[config.mk]
export PLATFORM = sky130hd
export DESIGN_NAME = sgd_loss_sched
export DESIGN_NICKNAME = d
export VERILOG_FILES = /design/src/rtl/sgd_loss_sched_pkg.sv /design/src/rtl/sgd_credit_counter.sv /design/src/rtl/sgd_loss_sched.sv
export SDC_FILE = /design/constraint.sdc
export NUM_CORES = 1
export LEC_CHECK = 0
export CORE_UTILIZATION = 56
export DETAILED_ROUTE_END_ITERATION = 10
export GPL_TIMING_DRIVEN = 0
export PLACE_DENSITY = 0.86
export SETUP_SLACK_MARGIN = 0.2
export SYNTH_ARGS = -nofsm -noshare
export SYNTH_HDL_FRONTEND = slang
export SYNTH_SLANG_ARGS = --single-unit
[constraint.sdc]
create_clock -name clk -period 6.55 [get_ports clk]
set_clock_uncertainty 0.1 [all_clocks]
set_input_delay 0.655 -clock clk [delete_from_list [all_inputs] [get_ports clk]]
set_output_delay 0.655 -clock clk [all_outputs]
set_load 0.005 [all_outputs]
[src/rtl/sgd_loss_sched_pkg.sv]
// sgd_loss_sched_pkg: shared types and constants for the serial-loss scheduler.
// Holds the FSM state encoding, the credit counter width helper and the
// saturation limit for the loss-stage shift amount.
package sgd_loss_sched_pkg;

  typedef enum logic [2:0] {
    ST_IDLE      = 3'd0,
    ST_RUN       = 3'd1,
    ST_DRAIN     = 3'd2,
    ST_EPOCH_END = 3'd3,
    ST_DONE      = 3'd4
  } state_e;

  localparam int unsigned DEF_CREDITS = 62;

  // Width needed to hold the values 0..credits inclusive.
  function automatic int unsigned credit_width(input int unsigned credits);
    return $clog2(credits + 1);
  endfunction

  localparam int unsigned CREDIT_W = credit_width(DEF_CREDITS);

  // Largest shift the loss stage accepts; decay saturates here.
  localparam logic [4:0] SHIFT_MAX = 5'd31;

endpackage

[src/rtl/sgd_credit_counter.sv]
// sgd_credit_counter: credit pool for b-line grants into the loss-stage b FIFO.
// Ports: grant (a b line was accepted, consumes one credit), ret (a FIFO read,
// returns one credit); outputs credits (current level), has_credit, err
// (sticky: a return arrived while the pool was already full).
module sgd_credit_counter
  import sgd_loss_sched_pkg::*;
#(
  parameter int unsigned CREDITS = DEF_CREDITS,
  parameter int unsigned CW      = credit_width(CREDITS)
) (
  input  logic          clk,
  input  logic          rst,
  input  logic          grant,
  input  logic          ret,
  output logic [CW-1:0] credits,
  output logic          has_credit,
  output logic          err
);

  localparam logic [CW-1:0] FULL = CW'(CREDITS);

  logic [CW-1:0] credits_d, credits_q;
  logic          err_d, err_q;
  logic          full;
  logic          ret_ok;
  logic          take;

  always_comb begin
    full      = (credits_q == FULL);
    // A return into a full pool is an underflow upstream: flag it and drop it.
    ret_ok    = ret && !full;
    take      = grant && (credits_q != '0);
    credits_d = credits_q;
    err_d     = err_q || (ret && full);
    if (take && !ret_ok) begin
      credits_d = credits_q - CW'(1);
    end else if (!take && ret_ok) begin
      credits_d = credits_q + CW'(1);
    end
  end

  always_ff @(posedge clk) begin
    if (rst) begin
      credits_q <= FULL;
      err_q     <= 1'b0;
    end else begin
      credits_q <= credits_d;
      err_q     <= err_d;
    end
  end

  assign credits    = credits_q;
  assign has_credit = (credits_q != '0);
  assign err        = err_q;

endmodule

[src/rtl/sgd_loss_sched.sv]
// sgd_loss_sched: sequences the serial-loss stage across epochs.
// Ports: start + config (num_samples, num_epochs, base_shift, decay_interval)
// latched in IDLE; b_req_valid/b_req_ready grant b lines under credits,
// b_wr_en = accepted line; dot_valid returns a credit, loss_valid retires a
// sample; outputs step_size ({27'b0,shift}), epoch_cnt, busy, done, err,
// stall_cycles. Optional stall counter built when SGD_LOSS_SCHED_STALL_CNT_EN
// is defined; otherwise stall_cycles is tied to zero.
module sgd_loss_sched
  import sgd_loss_sched_pkg::*;
#(
  parameter int unsigned CREDITS = 62,
  parameter int unsigned EPOCH_W = 16
) (
  input  logic               clk,
  input  logic               rst,
  input  logic               start,
  input  logic [31:0]        num_samples,
  input  logic [EPOCH_W-1:0] num_epochs,
  input  logic [4:0]         base_shift,
  input  logic [7:0]         decay_interval,
  input  logic               b_req_valid,
  output logic               b_req_ready,
  output logic               b_wr_en,
  input  logic               dot_valid,
  input  logic               loss_valid,
  output logic [31:0]        step_size,
  output logic [EPOCH_W-1:0] epoch_cnt,
  output logic               busy,
  output logic               done,
  output logic               err,
  output logic [31:0]        stall_cycles
);

  localparam int unsigned CW = credit_width(CREDITS);

  state_e               state_d, state_q;
  logic [31:0]          num_samples_d, num_samples_q;
  logic [EPOCH_W-1:0]   num_epochs_d, num_epochs_q;
  logic [7:0]           decay_interval_d, decay_interval_q;
  logic [4:0]           shift_d, shift_q;
  logic [7:0]           decay_cnt_d, decay_cnt_q;
  logic [EPOCH_W-1:0]   epoch_cnt_d, epoch_cnt_q;
  logic [31:0]          issued_d, issued_q;
  logic [31:0]          retired_d, retired_q;
  logic                 busy_d, busy_q;
  logic                 done_d, done_q;

  logic                 grant;
  logic                 retire;
  logic                 has_credit;
  logic [CW-1:0]        credit_level;
  logic                 credit_level_unused;

  sgd_credit_counter #(
    .CREDITS (CREDITS),
    .CW      (CW)
  ) u_credit (
    .clk        (clk),
    .rst        (rst),
    .grant      (grant),
    .ret        (dot_valid),
    .credits    (credit_level),
    .has_credit (has_credit),
    .err        (err)
  );

  // The level itself is only of interest when probing the design.
  assign credit_level_unused = ^credit_level;

  // Ready is a function of registered state only, so it can never loop back
  // through the dispatcher's valid.
  assign b_req_ready = (state_q == ST_RUN) && has_credit && (issued_q < num_samples_q);
  assign grant       = b_req_valid && b_req_ready;
  assign b_wr_en     = grant;
  assign retire      = loss_valid && ((state_q == ST_RUN) || (state_q == ST_DRAIN));

  always_comb begin
    state_d          = state_q;
    num_samples_d    = num_samples_q;
    num_epochs_d     = num_epochs_q;
    decay_interval_d = decay_interval_q;
    shift_d          = shift_q;
    decay_cnt_d      = decay_cnt_q;
    epoch_cnt_d      = epoch_cnt_q;
    issued_d         = grant  ? issued_q + 32'd1  : issued_q;
    retired_d        = retire ? retired_q + 32'd1 : retired_q;

    unique case (state_q)
      ST_IDLE: begin
        if (start) begin
          num_samples_d    = num_samples;
          num_epochs_d     = num_epochs;
          decay_interval_d = decay_interval;
          shift_d          = base_shift;
          epoch_cnt_d      = '0;
          decay_cnt_d      = '0;
          issued_d         = '0;
          retired_d        = '0;
          state_d          = ((num_samples == 32'd0) || (num_epochs == '0)) ? ST_DONE : ST_RUN;
        end
      end
      ST_RUN: begin
        if (issued_d == num_samples_q) state_d = ST_DRAIN;
      end
      ST_DRAIN: begin
        if (retired_d == num_samples_q) state_d = ST_EPOCH_END;
      end
      ST_EPOCH_END: begin
        epoch_cnt_d = epoch_cnt_q + EPOCH_W'(1);
        // Shift only moves here, so every result of an epoch sees one shift.
        if ((decay_interval_q != 8'd0) && ((decay_cnt_q + 8'd1) == decay_interval_q)) begin
          shift_d     = (shift_q == SHIFT_MAX) ? SHIFT_MAX : shift_q + 5'd1;
          decay_cnt_d = 8'd0;
        end else begin
          decay_cnt_d = decay_cnt_q + 8'd1;
        end
        issued_d  = '0;
        retired_d = '0;
        state_d   = ((epoch_cnt_q + EPOCH_W'(1)) == num_epochs_q) ? ST_DONE : ST_RUN;
      end
      ST_DONE: begin
        state_d = ST_IDLE;
      end
      default: begin
        state_d = ST_IDLE;
      end
    endcase

    busy_d = (state_d == ST_RUN) || (state_d == ST_DRAIN) || (state_d == ST_EPOCH_END);
    done_d = (state_d == ST_DONE);
  end

  always_ff @(posedge clk) begin
    if (rst) begin
      state_q          <= ST_IDLE;
      num_samples_q    <= '0;
      num_epochs_q     <= '0;
      decay_interval_q <= '0;
      shift_q          <= '0;
      decay_cnt_q      <= '0;
      epoch_cnt_q      <= '0;
      issued_q         <= '0;
      retired_q        <= '0;
      busy_q           <= 1'b0;
      done_q           <= 1'b0;
    end else begin
      state_q          <= state_d;
      num_samples_q    <= num_samples_d;
      num_epochs_q     <= num_epochs_d;
      decay_interval_q <= decay_interval_d;
      shift_q          <= shift_d;
      decay_cnt_q      <= decay_cnt_d;
      epoch_cnt_q      <= epoch_cnt_d;
      issued_q         <= issued_d;
      retired_q        <= retired_d;
      busy_q           <= busy_d;
      done_q           <= done_d;
    end
  end

  assign step_size = {27'b0, shift_q};
  assign epoch_cnt = epoch_cnt_q;
  assign busy      = busy_q;
  assign done      = done_q;

`ifdef SGD_LOSS_SCHED_STALL_CNT_EN
  logic [31:0] stall_d, stall_q;

  always_comb begin
    stall_d = stall_q;
    if ((state_q == ST_IDLE) && start) begin
      stall_d = '0;
    end else if ((state_q == ST_RUN) && b_req_valid && !b_req_ready && (stall_q != '1)) begin
      stall_d = stall_q + 32'd1;
    end
  end

  always_ff @(posedge clk) begin
    if (rst) stall_q <= '0;
    else     stall_q <= stall_d;
  end

  assign stall_cycles = stall_q;
`else
  assign stall_cycles = '0;
`endif

endmodule

# Word level (Yosys, flattened, before mapping)
# Index checks and enable logic that the tools add are counted.
# word_totals
inputBits	67
register_bits	161
out_inout_bits	85
word_cells	87
# classes
n_addsub	7
n_lt_le_gt_ge	1
n_eq_ne	15
reduce_logical	28
n_mux	23
# ops
cell	count
$mux 32	4
$pmux 32 s2	2
$add 32x1->32 const B	2
$eq 32x32->1	2
$logic_not 32->1	1
$lt 32x32->1	1
$pmux 16 s2	1
$add 16x1->16 const B	1
$eq 16x16->1	1
$logic_not 16->1	1
$mux 16	1
$mux 8	2
$pmux 8 s2	1
$mux 3	5
$mux 5	3
$eq 3x2->1 const B	4
$mux 6	2
$pmux 3 s4	1
$logic_and 1x1->1	10
$pmux 5 s2	1
$add 8x1->8 const B	1
$eq 8x8->1	1
$reduce_bool 8->1	1
$add 6x1->6 const B	1
14 further kinds	24

# Longest topological paths before layout
# depth
ltp_word	11
ltp_mapped	18
mapped_depth_nobuf	16

# Hierarchy
# Synthesis repeated with hierarchy kept, for this count alone.
# unflattened
hier_cells	1387
hier_area_um2	10686.5
# by_module_without_submodules
module	instances	area_each_um2	seq_area_each_um2	cells_per_inst
sgd_loss_sched	1	10198.5	3083.0	1332
sgd_credit_counter	1	488.0	140.1	55

# Least setup slack after synthesis
# No wires, ideal clock.
# synth_path
path_kind	reg2reg
startpoint	reg num_samples_q[31]
endpoint	reg u_credit.credits_q[5] (netlist: u_credit.credits[5])
t_required_ns	6.388
path_slack_ns	2.713
path_buffers	1
arrival_time_ns	3.674
path_stages_with_launch	17
path_cell_list	dfxtp_1 > inv_1 > ha_1 > nand4_1 > or4_4 > a311oi_4 > buf_6 > nor3_4 > ha_1 > ha_1 > a21o_1 > a21oi_1 > o21bai_1 > a21oi_1 > xnor2_1 > or3_1 > nand3_1
# synth_between
elab_chain_cells	7
elab_cells_between_ends	9
classes_between	1 x order compare; 1 x mux; 7 x reduce/logical
# synth_rtl
element	line	source
from (decl)	sgd_loss_sched.sv:37	logic [31:0] num_samples_d, num_samples_q;
from (signal assigned)	sgd_loss_sched.sv:148	num_samples_q <= num_samples_d;
$lt 32x32->1 *	sgd_loss_sched.sv:72	assign b_req_ready = (state_q == ST_RUN) && has_credit && (issued_q < num_samples_q);
$logic_and 1x1->1 *	sgd_loss_sched.sv:72	
$logic_and 1x1->1 *	sgd_loss_sched.sv:73	assign grant = b_req_valid && b_req_ready;
$logic_and 1x1->1 *	sgd_credit_counter.sv:32	take = grant && (credits_q != '0);
$logic_not 1->1	sgd_credit_counter.sv:37	end else if (!take && ret_ok) begin
$logic_and 1x1->1	sgd_credit_counter.sv:37	
$reduce_bool 2->1 (no line)	--	
to (signal assigned)	sgd_credit_counter.sv:47	credits_q <= credits_d;
to (decl)	sgd_credit_counter.sv:22	logic [CW-1:0] credits_d, credits_q;
# Mark *: on every way between the ends. The rest lies on a longest branch, timed or not.
# A chain may end at the register's enable or synchronous reset.

# Final worst setup path
# layout_path
startpoint	reg num_samples_q[7]
endpoint	reg u_credit.credits_q[5] (netlist: u_credit.credits[5])
# Same word-level chain as after synthesis.

==> results.sh <==
export IMPL_run_status="complete, no violations"
export IMPL_worstSetupEndpointType="flip-flop"
export IMPL_avgSynthCellArea_um2=7.75
export IMPL_final_period_utilization=0.733
export IMPL_cts_reportedPaths_clkPinSlew_ns=0.07
export IMPL_grt_start_max_net_pins=17
export IMPL_post_synth_top_area_cell="sky130_fd_sc_hd__dfxtp_1"
export IMPL_commonest_register_cell_after_synthesis="sky130_fd_sc_hd__dfxtp_1"
export IMPL_proportion_of_netlist_area_held_by_the_largest_area_contributor=0.304
export IMPL_drv_max_cap_violation_count=0
export IMPL_via_count=10535
export IMPL_area_growth_pct=19.1
export IMPL_synth_area_top_cells="sky130_fd_sc_hd__dfxtp_1 (30%), sky130_fd_sc_hd__xnor2_1 (8.1%), sky130_fd_sc_hd__nand2_1 (7.2%)"
export IMPL_p_clk_frac=0.401
export IMPL_cts_tree="built"
export IMPL_drt_drc_violations_left=0
export IMPL_overflow=0
export IMPL_layout_drive_gt1_share=0.0860
export IMPL_path_max_fanout=10
export IMPL_yosys_cell_types_count=85
export IMPL_seq_area_frac_synth=0.304
export IMPL_post_layout_total_power_mw=2.66
export IMPL_cts_sinks=161
export IMPL_post_synth_instance_area_mm2=0.0106
export IMPL_grt_first_pass_wirelength_um=49900
export IMPL_timing_setup_critical_path_class="flip-flop to flip-flop"
export IMPL_finalNonFillerCells=1775
export IMPL_n_antenna_cell=0
export IMPL_cts_setup_buffers=0
export IMPL_net_switching_power_uw=789
export IMPL_worstPathRequired_ns=6.82
export IMPL_dp_hpwl_um=24400
export IMPL_cts_buffers_inserted=17
export IMPL_totalNegativeSetupSlack_ns=0
export IMPL_maxSlewViolCount=0
export IMPL_drtPass1Iterations=7
export IMPL_rows=49
export IMPL_p_int_mw=1.87
export IMPL_place_detailed_instances=1744
export IMPL_pre_cts_ws_ns=1.88
export IMPL_pin_count=152
export IMPL_clock_tree_buffer_depth=2
export IMPL_die_height_um=140
export IMPL_postCtsHoldBufs=0
export IMPL_final_setup_viols=0
export IMPL_initial_utilization=0.580
export IMPL_synth_edf_count=0
export IMPL_worstMarginPinSlew_ns=0.947
export IMPL_combPwrFrac=0.190
export IMPL_antenna_violations_before_repair=0
export IMPL_rsz0062_at_grt="false"
export IMPL_cts_resized_gates=0
export IMPL_worst_hold_path_type="flip-flop to flip-flop"
export IMPL_vdd_drop_max_uv=184
export IMPL_ys_async_sr_fraction=0
export IMPL_synth_seq_cells=161
export IMPL_final_critical_path_setup_slack_ns=1.75
export IMPL_dr_first_iter_drc_count=859
export IMPL_placeableCoreArea_mm2=0.0183
export IMPL_finish_net_count=1643
export IMPL_floorplan_die_area_mm2=0.0195
export IMPL_groute_usage_overall=0.325
export IMPL_synth_warning_count=0
export IMPL_vias_per_cell=5.94
export IMPL_io_buffers=90
export IMPL_root_buffer="sky130_fd_sc_hd__clkbuf_16"
export IMPL_h_tree_depth=4
export IMPL_final_hold_viol_count=0
export IMPL_p_leak_nw=4.76
export IMPL_synthesis_instances=1367
export IMPL_max_slew_margin=0.363
export IMPL_number_of_global_route_vias_before_repair=9810
export IMPL_place_gp_congestion=0.992
export IMPL_final_wirelength_um=31800
export IMPL_clock_latency_ns=0.44
export IMPL_final_min_clock_period_ns=4.80
export IMPL_timing_critical_path_arrival_ns=5.07
export IMPL_power_density_cell_area_mw_per_mm2=210
export IMPL_die_w_um=140
export IMPL_fraction_of_power_consumed_by_sequential_logic=0.409
export IMPL_sw_frac_of_total=0.297
export IMPL_ant_nets=0
export IMPL_routed_wire_length_per_instance_um=17.9
export IMPL_achievable_frequency_ghz=0.208
export IMPL_crit_path_start_kind="flip-flop"
==> critical path: stages, from the launching register on <==
cell	delay (ns)
sky130_fd_sc_hd__dfxtp_1	0.31
sky130_fd_sc_hd__clkbuf_1	0.44
sky130_fd_sc_hd__inv_1	0.13
sky130_fd_sc_hd__ha_1	0.36
sky130_fd_sc_hd__a21oi_1	0.17
sky130_fd_sc_hd__a311oi_1	0.11
sky130_fd_sc_hd__a31oi_1	0.45
sky130_fd_sc_hd__a311oi_4	0.26
sky130_fd_sc_hd__buf_6	0.23
sky130_fd_sc_hd__nor3_4	0.40
sky130_fd_sc_hd__ha_1	0.33
sky130_fd_sc_hd__ha_1	0.27
sky130_fd_sc_hd__a21o_1	0.17
sky130_fd_sc_hd__a21oi_1	0.23
sky130_fd_sc_hd__o21bai_1	0.10
sky130_fd_sc_hd__a21oi_1	0.18
sky130_fd_sc_hd__xnor2_1	0.09
sky130_fd_sc_hd__or3_1	0.30
sky130_fd_sc_hd__nand3_1	0.08
==> cell families (layout without fill, tap and decap cells) <==
group                      count (synthesis)  in the layout  synth area share
and+or+nand+nor                          576            576             0.269
DFF                                      161            161             0.304
xor gates and xnor gates                 156            156             0.134
adders and majority gates                 42             42            0.0503
other                                      1             59          0.000354
buffers and inverters                    176            297            0.0876
AOI/OAI and AO/OA                        242            242             0.142
muxes                                     13             13            0.0127
==> worst paths after layout <==
check / startpoint / endpoint / slack (ns) / cells after the start
setup / recovery: num_samples_q[7]$_SDFFE_PP0P_ / u_credit.credits[5]$_SDFFE_PP1P_ / 1.75 / 18
hold / removal: num_samples_q[13]$_SDFFE_PP0P_ / num_samples_q[13]$_SDFFE_PP0P_ / 0.36 / 2
setup reg to reg: num_samples_q[7]$_SDFFE_PP0P_ / u_credit.credits[5]$_SDFFE_PP1P_ / 1.75 / 18
hold reg to reg: num_samples_q[13]$_SDFFE_PP0P_ / num_samples_q[13]$_SDFFE_PP0P_ / 0.36 / 2
==> power by group through the flow <==
stage | combinational, mW | sequential [mW] | clock, mW
3_3_place_gp | 0.482 | 1.10 | 0
4_1_cts | 0.498 | 1.08 | 1.07
2_1_floorplan | 0.347 | 1.08 | 0
5_1_grt | 0.555 | 1.09 | 1.11
6_report | 0.504 | 1.09 | 1.07
3_5_place_dp | 0.495 | 1.11 | 0
==> layout by cell type, fill, tap and decap left out, drive strengths merged, types with 8 or more instances in the layout <==
cell	synthesis	final
a21oi	111	111
a22oi	8	8
and2	8	8
and3	16	16
and4	10	10
buf	74	74
clkbuf	50	67
clkdlybuf4s50	0	90
conb	1	59
dfxtp	161	161
ha	41	41
inv	52	59
mux2i	9	9
nand2	205	205
nand3	53	53
nand4	32	32
nor2	129	129
nor3	37	37
nor4	38	38
nor4b	9	9
o21ai	46	46
or3	8	8
xnor2	98	98
xor2	54	54
==> synth_stat cells, types with 5 or more instances <==
cell	count
sky130_fd_sc_hd__a21oi_1	111
sky130_fd_sc_hd__a22oi_1	8
sky130_fd_sc_hd__a31oi_1	6
sky130_fd_sc_hd__and2_1	7
sky130_fd_sc_hd__and3_1	16
sky130_fd_sc_hd__and4_1	10
sky130_fd_sc_hd__buf_2	9
sky130_fd_sc_hd__buf_4	60
sky130_fd_sc_hd__clkbuf_1	49
sky130_fd_sc_hd__dfxtp_1	161
sky130_fd_sc_hd__ha_1	41
sky130_fd_sc_hd__inv_1	51
sky130_fd_sc_hd__mux2i_1	9
sky130_fd_sc_hd__nand2_1	203
sky130_fd_sc_hd__nand2b_1	6
sky130_fd_sc_hd__nand3_1	53
sky130_fd_sc_hd__nand3b_1	5
sky130_fd_sc_hd__nand4_1	32
sky130_fd_sc_hd__nor2_1	128
sky130_fd_sc_hd__nor3_1	33
sky130_fd_sc_hd__nor4_1	33
sky130_fd_sc_hd__nor4b_1	7
sky130_fd_sc_hd__o211ai_1	6
sky130_fd_sc_hd__o21ai_0	45
sky130_fd_sc_hd__o221ai_1	6
sky130_fd_sc_hd__or3_1	8
sky130_fd_sc_hd__xnor2_1	98
sky130_fd_sc_hd__xor2_1	54
==> state kept, by name, indices dropped and copies added, names as in the netlist, 6 cells and up <==
name / flops
epoch_cnt: 16
retired_q: 32
decay_interval_q: 8
u_credit.credits: 6
num_epochs_q: 16
issued_q: 32
num_samples_q: 32
decay_cnt_q: 8
==> area by class of cell <==
class,count,area [um2]
timing repair buffer,90,901
clock buffer,17,425
tap,229,287
inverter,52,195
sequential,161,3220
buffer,124,733
clock inverter,14,194
multi-input combinational,1088,6670
fill,1511,5650
==> stage by stage <==
step	instance area [um2]	util	hold WS (ns)
global route	12600	0.691	0.373
detailed placement	12000	0.657	0.348
CTS	12600	0.691	0.358
global placement	12000	0.657	0.348
finish	12600	0.691	0.360
floorplan	10800	-	0.336
==> metal layers <==
metal,global-route usage,wire (um)
met2,0.551,15000
met4,0.172,1610
met3,0.0602,2540
met5,0,0
met1,0.392,12600
Note: power is estimated with default switching activity, not from simulation.
